`src/rtl/instr_fetch_unit_pkg.sv`:
```
// Shared ISA constants for the fetch unit and the control decoder:
// opcodes, instruction field positions, fetch FSM states.
package instr_fetch_unit_pkg;

  localparam logic [3:0] OP_AND = 4'h0;
  localparam logic [3:0] OP_OR  = 4'h1;
  localparam logic [3:0] OP_ADD = 4'h2;
  localparam logic [3:0] OP_SUB = 4'h6;
  localparam logic [3:0] OP_SLT = 4'h7;
  localparam logic [3:0] OP_LW  = 4'h8;
  localparam logic [3:0] OP_SW  = 4'hA;
  localparam logic [3:0] OP_BNE = 4'hE;

  localparam int INSTR_W = 16;
  localparam int FIELD_W = 4;
  localparam int OP_LSB  = 12;
  localparam int RS_LSB  = 8;
  localparam int RT_LSB  = 4;
  localparam int RD_LSB  = 0;

  typedef enum logic [1:0] {REQ, WAIT, HOLD, HALT} fetch_state_e;

  function automatic logic opcode_is_legal(input logic [3:0] op);
    case (op)
      OP_AND, OP_OR, OP_ADD, OP_SUB, OP_SLT, OP_LW, OP_SW, OP_BNE: return 1'b1;
      default: return 1'b0;
    endcase
  endfunction

endpackage

```
`src/rtl/instr_fetch_unit.sv`:
```
// Instruction fetch: one outstanding 16-bit fetch, presents decoded fields
// to decode over valid/ready, applies branch redirects, halts on bad opcode.
module instr_fetch_unit
  import instr_fetch_unit_pkg::*;
#(
  parameter int                ADDR_W   = 8,
  parameter logic [ADDR_W-1:0] RESET_PC = '0
) (
  input  logic              clk,
  input  logic              rst_n,
  output logic              imem_req_valid,
  input  logic              imem_req_ready,
  output logic [ADDR_W-1:0] imem_addr,
  input  logic              imem_rsp_valid,
  input  logic [15:0]       imem_rsp_data,
  output logic              instr_valid,
  input  logic              instr_ready,
  output logic [3:0]        op_code,
  output logic [3:0]        rs,
  output logic [3:0]        rt,
  output logic [3:0]        rd_imm,
  output logic [ADDR_W-1:0] instr_pc,
  input  logic              branch_taken,
  input  logic [ADDR_W-1:0] branch_target,
  output logic              illegal_op
);

  fetch_state_e        state, state_d;
  logic [ADDR_W-1:0]   pc, pc_d;
  logic [ADDR_W-1:0]   ipc, ipc_d;
  logic [INSTR_W-1:0]  ir, ir_d;
  logic                discard, discard_d;
  logic                req_vld, req_vld_d;
  logic                iv, iv_d;
  logic                ill, ill_d;

  always_comb begin
    state_d   = state;
    pc_d      = pc;
    ipc_d     = ipc;
    ir_d      = ir;
    discard_d = discard;
    iv_d      = iv;
    ill_d     = ill;
    case (state)
      REQ: begin
        if (branch_taken)                  pc_d = branch_target;
        else if (req_vld && imem_req_ready) state_d = WAIT;
      end
      WAIT: begin
        if (branch_taken) begin
          pc_d = branch_target;
          // A response landing with the redirect is the in-flight word itself:
          // drop it now rather than waiting for a response that never comes.
          if (imem_rsp_valid) begin
            discard_d = 1'b0;
            state_d   = REQ;
          end else begin
            discard_d = 1'b1;
          end
        end else if (imem_rsp_valid) begin
          if (discard) begin
            discard_d = 1'b0;
            state_d   = REQ;
          end else begin
            ir_d  = imem_rsp_data;
            ipc_d = pc;
            if (opcode_is_legal(imem_rsp_data[OP_LSB +: FIELD_W])) begin
              iv_d    = 1'b1;
              pc_d    = pc + ADDR_W'(1);
              state_d = HOLD;
            end else begin
              ill_d   = 1'b1;
              state_d = HALT;
            end
          end
        end
      end
      HOLD: begin
        if (branch_taken) begin
          iv_d    = 1'b0;
          pc_d    = branch_target;
          state_d = REQ;
        end else if (instr_ready) begin
          iv_d    = 1'b0;
          state_d = REQ;
        end
      end
      HALT: ;
      default: state_d = HALT;
    endcase
    // Request valid is registered so it is low throughout reset.
    req_vld_d = (state_d == REQ);
  end

  always_ff @(posedge clk or negedge rst_n) begin
    if (!rst_n) begin
      state   <= REQ;
      pc      <= RESET_PC;
      ipc     <= '0;
      ir      <= '0;
      discard <= 1'b0;
      req_vld <= 1'b0;
      iv      <= 1'b0;
      ill     <= 1'b0;
    end else begin
      state   <= state_d;
      pc      <= pc_d;
      ipc     <= ipc_d;
      ir      <= ir_d;
      discard <= discard_d;
      req_vld <= req_vld_d;
      iv      <= iv_d;
      ill     <= ill_d;
    end
  end

  assign imem_req_valid = req_vld;
  assign imem_addr      = pc;
  assign instr_valid    = iv;
  assign instr_pc       = ipc;
  assign illegal_op     = ill;
  assign op_code        = ir[OP_LSB +: FIELD_W];
  assign rs             = ir[RS_LSB +: FIELD_W];
  assign rt             = ir[RT_LSB +: FIELD_W];
  assign rd_imm         = ir[RD_LSB +: FIELD_W];

endmodule

```
`config.mk`:
```
export PLATFORM = sky130hd
export DESIGN_NAME = instr_fetch_unit
export DESIGN_NICKNAME = d
export VERILOG_FILES = /design/src/rtl/instr_fetch_unit_pkg.sv /design/src/rtl/instr_fetch_unit.sv
export SDC_FILE = /design/constraint.sdc
export NUM_CORES = 1
export LEC_CHECK = 0
export CORE_MARGIN = 2
export CORE_UTILIZATION = 45
export CTS_BUF_LIST = sky130_fd_sc_hd__clkbuf_4 sky130_fd_sc_hd__clkbuf_8
export DETAILED_ROUTE_END_ITERATION = 8
export PLACE_DENSITY = 0.9
export SKIP_LAST_GASP = 1
export SLEW_MARGIN = 20
export SYNTH_ARGS = -nofsm -noshare
export SYNTH_HDL_FRONTEND = slang
export SYNTH_SLANG_ARGS = --single-unit
```
`constraint.sdc`:
```
create_clock -name clk -period 4.2 [get_ports clk]
set_input_delay 0.63 -clock clk [delete_from_list [all_inputs] [get_ports clk]]
set_output_delay 0.63 -clock clk [all_outputs]
set_load 0.03 [all_outputs]
```
# ---- Yosys cells after proc, flatten, opt, wreduce, memory -nomap -nowiden
# Memory sizes are Yosys's and may differ from the RTL's.
# Index checks and enable logic that the tools add are counted.
dict set report totals {
  wordCells 66
  out_inout_bits 35
  regBits 38
  n_memories 1
  input_bits 30
  rom_bits 16
}
dict set report classes {
  reduce_logical 12
  n_bitwise 3
  n_eq_ne 11
  addsub 1
  mux 30
}
# memory depth width rd rd_clocked_by_memory_dff wr line_no
set mem_list {}
lappend mem_list {{(name not given)} 16 1 1 0 0 instr_fetch_unit_pkg.sv:24} ;# case (op)
# op n
set op_table {}
lappend op_table {{$mux W8} 5}
lappend op_table {{$mux W2} 8}
lappend op_table {{$pmux W8 S2} 1}
lappend op_table {{$mux W1} 14}
lappend op_table {{$ne A3 B3 Y1 const B} 4}
lappend op_table {{$reduce_and A5 Y1} 2}
lappend op_table {{$add A8 B1 Y8 const B} 1}
lappend op_table {{$ne A2 B2 Y1 const B} 4}
lappend op_table {{$pmux W2 S3} 1}
lappend op_table {{$reduce_and A6 Y1} 1}
lappend op_table {{$reduce_bool A2 Y1} 3}
lappend op_table {{$logic_not A2 Y1} 2}
lappend op_table {{$reduce_and A4 Y1} 1}
lappend op_table {{$not A1 Y1} 3}
lappend op_table {{$eq A2 B1 Y1 const B} 1}
lappend op_table {{$eq A2 B2 Y1 const B} 1}
lappend op_table {{$ne A2 B1 Y1 const B} 1}
lappend op_table {{$pmux W1 S2} 1}
lappend op_table {{$reduce_and A2 Y1} 1}
lappend op_table {{$reduce_or A2 Y1} 1}
lappend op_table {{$logic_and A1 B1 Y1} 1}

# ---- Longest topological paths before layout
# An unclocked memory read counts as a cell.
dict set report logic_depth {
  depth_word 11
  depth_mapped 6
  ltp_nobuf 5
}

# ---- Least setup slack after synthesis
# OpenSTA, ideal clock, no wires.
dict set report synth_timing {
  kind {input to register}
  startpoint {in branch_taken}
  endpoint {reg ir[10]}
  required_ps 4075
  setup_ps 125
  setup_slack_ps 2462
  path_stages 5
  arrival_time_ps 1614
  n_path_buf 2
  path_cell_list {buf_2 > nor2_1 > nand2_2 > buf_2 > mux2_2}
}
dict set report synth_via {
  elab_chain_len 2
}
# element line_no
set synth_rtl {}
lappend synth_rtl {{start, declared} instr_fetch_unit.sv:23} ;# input logic branch_taken,
lappend synth_rtl {{$not A1 Y1 (no line)} n/a}
lappend synth_rtl {{$reduce_and A4 Y1 (no line)} n/a}
lappend synth_rtl {{end signal, assigned} instr_fetch_unit.sv:110} ;# ir <= ir_d;
lappend synth_rtl {{end, declared} instr_fetch_unit.sv:31} ;# logic [INSTR_W-1:0] ir, ir_d;
# Every way passes these cells.
# A chain may end at the register's enable or synchronous reset.

# ---- Final worst setup path
dict set report layout_timing {
  startpoint {in branch_taken}
  endpoint {reg ir[2]}
}
# The elaborated chain is that of the path after synthesis.

==> key figures <==
Run status
  – Status: completed

Timing
  – Slew Limit Headroom: 41.19%
  – Setup Skew: 0.004873 ns
  – Max Fclk: 448.3 MHz
  – Worst hold margin: 0.4368 ns
  – Worst-Margin Slew: 0.8803 ns
  – Max-slew violations: 0
  – Setup ws final: 1.969 ns
  – Unrepaired setup endpoints after global routing: false
  – Final setup TNS: 0 ns
  – Minimum clock period: 2.231 ns
  – Final setup fails: 0
  – Crit share post-route: 53.12%
  – Endpoints failing hold: 0

Yosys
  – Post-synth EDFFs: 0
  – Async SR Flop Fraction: 100.0%
  – Yosys reg bits: 38
  – Register area share after synthesis: 55.76%
  – Warnings from Yosys: 0
  – Mapped Cells: 140
  – Post-synth top flop: dfrtp_1
  – Syn_nets: 171
  – Syn Area/Cell: 12.18 sq um
  – Synth cell types: 32
  – Post-Syn Area: 1705 sq um

Floorplanning
  – Die H: 65.56 um
  – Core Area: 3661 sq um
  – Num rows: 22
  – Die Wd: 65.56 um
  – Die area: 4298 sq um
  – I/O pin cnt: 65
  – Initial core utilization: 46.58%

Clock tree
  – CTS Hold Bufs: 0
  – Post-CTS sizing: 0
  – Post-CTS Setup Bufs: 0
  – Clock Latency Late Sink: 0.28 ns
  – Clk sinks: 38
  – Worst-path clk slew: 0.07 ns
  – CTS H-tree lvls: 2
  – CTS tree: yes
  – Root Buffer: clkbuf_8
  – Clk buf depth: 2
  – Inserted Clock Buffers: 5

Pwr
  – Leak pwr: 1.005 nW
  – Peak supply drop: 388.4 uV
  – Combinational Power Share: 52.9%
  – Internal: 1.140 mW
  – Total power: 1.971 mW
  – Net load switching power: 0.8316 mW
  – Sw Ratio: 42.19%
  – Sequential power share: 35.6%
  – Clock power share: 11.5%
  – P per Cell Area: 803.9 nW/um^2

Placed design
  – PortBufs: 64
  – Dpl hpwl: 2802 um
  – Place WS: 1.669 ns
  – Placer Congestion: 0.8258

Detailed routing
  – DR WL/cell: 15.37 um
  – DRC: 0
  – DRT Wirelength: 3889 um
  – Iter 0 DRT Violations: 143
  – Final antenna-violating net count: 0
  – Vias per cell: 5.518
  – First-pass DRT Iterations: 4
  – Via Count: 1396

Run
  – # Max-Cap Violations: 0

Worst setup path
  – Worst setup path class: primary input to flip-flop
  – Arrival @ worst endpoint: 2.40 ns
  – Worst endpoint required time: 4.36 ns
  – Crit end category: flip-flop
  – Startpoint class of the critical path: primary input
  – Worst-path fanout max: 28

GRT
  – Vias in the first global route: 1335
  – Gr usage total: 20.01%
  – Initial antenna violation count: 0
  – Largest net degree at the start of global routing: 39
  – First-pass GRT wire length: 6389 um
  – Remaining Overflow, GRT: 0

Finish
  – FILL cells: 299
  – Share of cells above drive strength 1: 17.56%
  – Nets: 236
  – ANT cells: 0
  – Layout area overhead: 43.80%
  – Core Util, Final: 66.99%

Hold path
  – Min-Delay Path Class: primary input to asynchronous set/reset pin
[registers in the layout, summed over array words and instances, names as in the netlist]
signal	count
discard	1
illegal_op	1
imem_addr	8
imem_req_valid	1
instr_pc	8
instr_valid	1
ir	16
state	2
[cell type report]
| cell class | instances | area [sq um] | share of cell area [%] |
|---|---|---|---|
| clock buffer | 5 | 68.82 | 2.806 |
| clock inverter | 2 | 10.01 | 0.4082 |
| inverter | 2 | 7.507 | 0.3061 |
| multi-input combinational | 94 | 719.4 | 29.34 |
| sequential | 38 | 950.9 | 38.78 |
| tap | 48 | 60.06 | 2.449 |
| timing repair buffer | 64 | 635.6 | 25.92 |
[per-layer routing]
layer  track usage [%]  wire length [um]  share of wire [%]
met1             25.84              1596                 41
met2             32.53              1951                 50
met3             3.253               249                6.4
met4             10.16                91                2.3
met5                 0                 0                  0
[worst paths after layout]
kind                                    from           end  slack [ns]  depth (start not counted)
worst max-delay path            branch_taken         ir[2]        1.97                          4
worst min-delay path                   rst_n   instr_pc[3]        0.44                          1
max in group asynchronous              rst_n         ir[5]        3.25                          1
worst min register to register    illegal_op    illegal_op        0.49                          1
min in group clk                  illegal_op    illegal_op        0.49                          1
worst max register to register      state[0]  imem_addr[1]        2.23                          4
[layout by cell type (no fill, tap or decap), types with 2 or more instances in the layout]
master and n:
a2bb2oi_1 5, clkbuf_8 5, a221oi_1 4, nand2_1 9, nor2_1 10, clkdlybuf4s50_1 63, inv_1 2, and3_1 3
dfrtp_1 38, a21oi_1 3, o21bai_1 2, nand2b_1 4, nand3_1 4, a31oi_1 3, mux2_2 23, o21ai_0 6
clkinv_2 2, o22ai_1 3
[cells in the mapped netlist (4+ instances only)]
library cell  instances  area (sq um)
dfrtp_1              38         950.9
mux2_2               23         259.0
nor2_1               10         37.54
nand2_1               9         33.78
o21ai_0               6         30.03
a2bb2oi_1             5         43.79
a221oi_1              4         35.03
buf_2                 4         20.02
nand2b_1              4         25.02
nand3_1               4         20.02
[through the flow]
stage / cell area (sq um) / std cells
floorplan: 1705 / 140
global placement: 2374 / 246
detailed placement: 2374 / 246
CTS: 2452 / 253
global route: 2452 / 253
finish: 2452 / 253
[logic make-up (layout without fill, tap and decap cells)]
group           count (synthesis)  in the layout  synth area share (%)
buf+inv                         8             73                 2.055
fa+ha+maj                       1              1                0.7336
compound gates                 32             32                 14.53
flops                          38             38                 55.76
simple gates                   37             37                 11.08
mux                            24             24                 15.85
[critical path: stages]
cell and delay (ns):
clkdlybuf4s50_1 0.69, nor2_1 0.16, nand2_2 0.50, mux2_2 0.41
[power groups by stage]
| stage | Clock (mW) | Combinational, mW | Sequential (mW) |
|---|---|---|---|
| after floorplan | 0 | 0.308 | 0.995 |
| after global placement | 0 | 1.03 | 0.698 |
| after detailed placement | 0 | 1.05 | 0.704 |
| after CTS | 0.236 | 1.05 | 0.699 |
| after global routing | 0.258 | 1.11 | 0.724 |
| final | 0.227 | 1.04 | 0.702 |
Power figures use the tool's default switching activity.
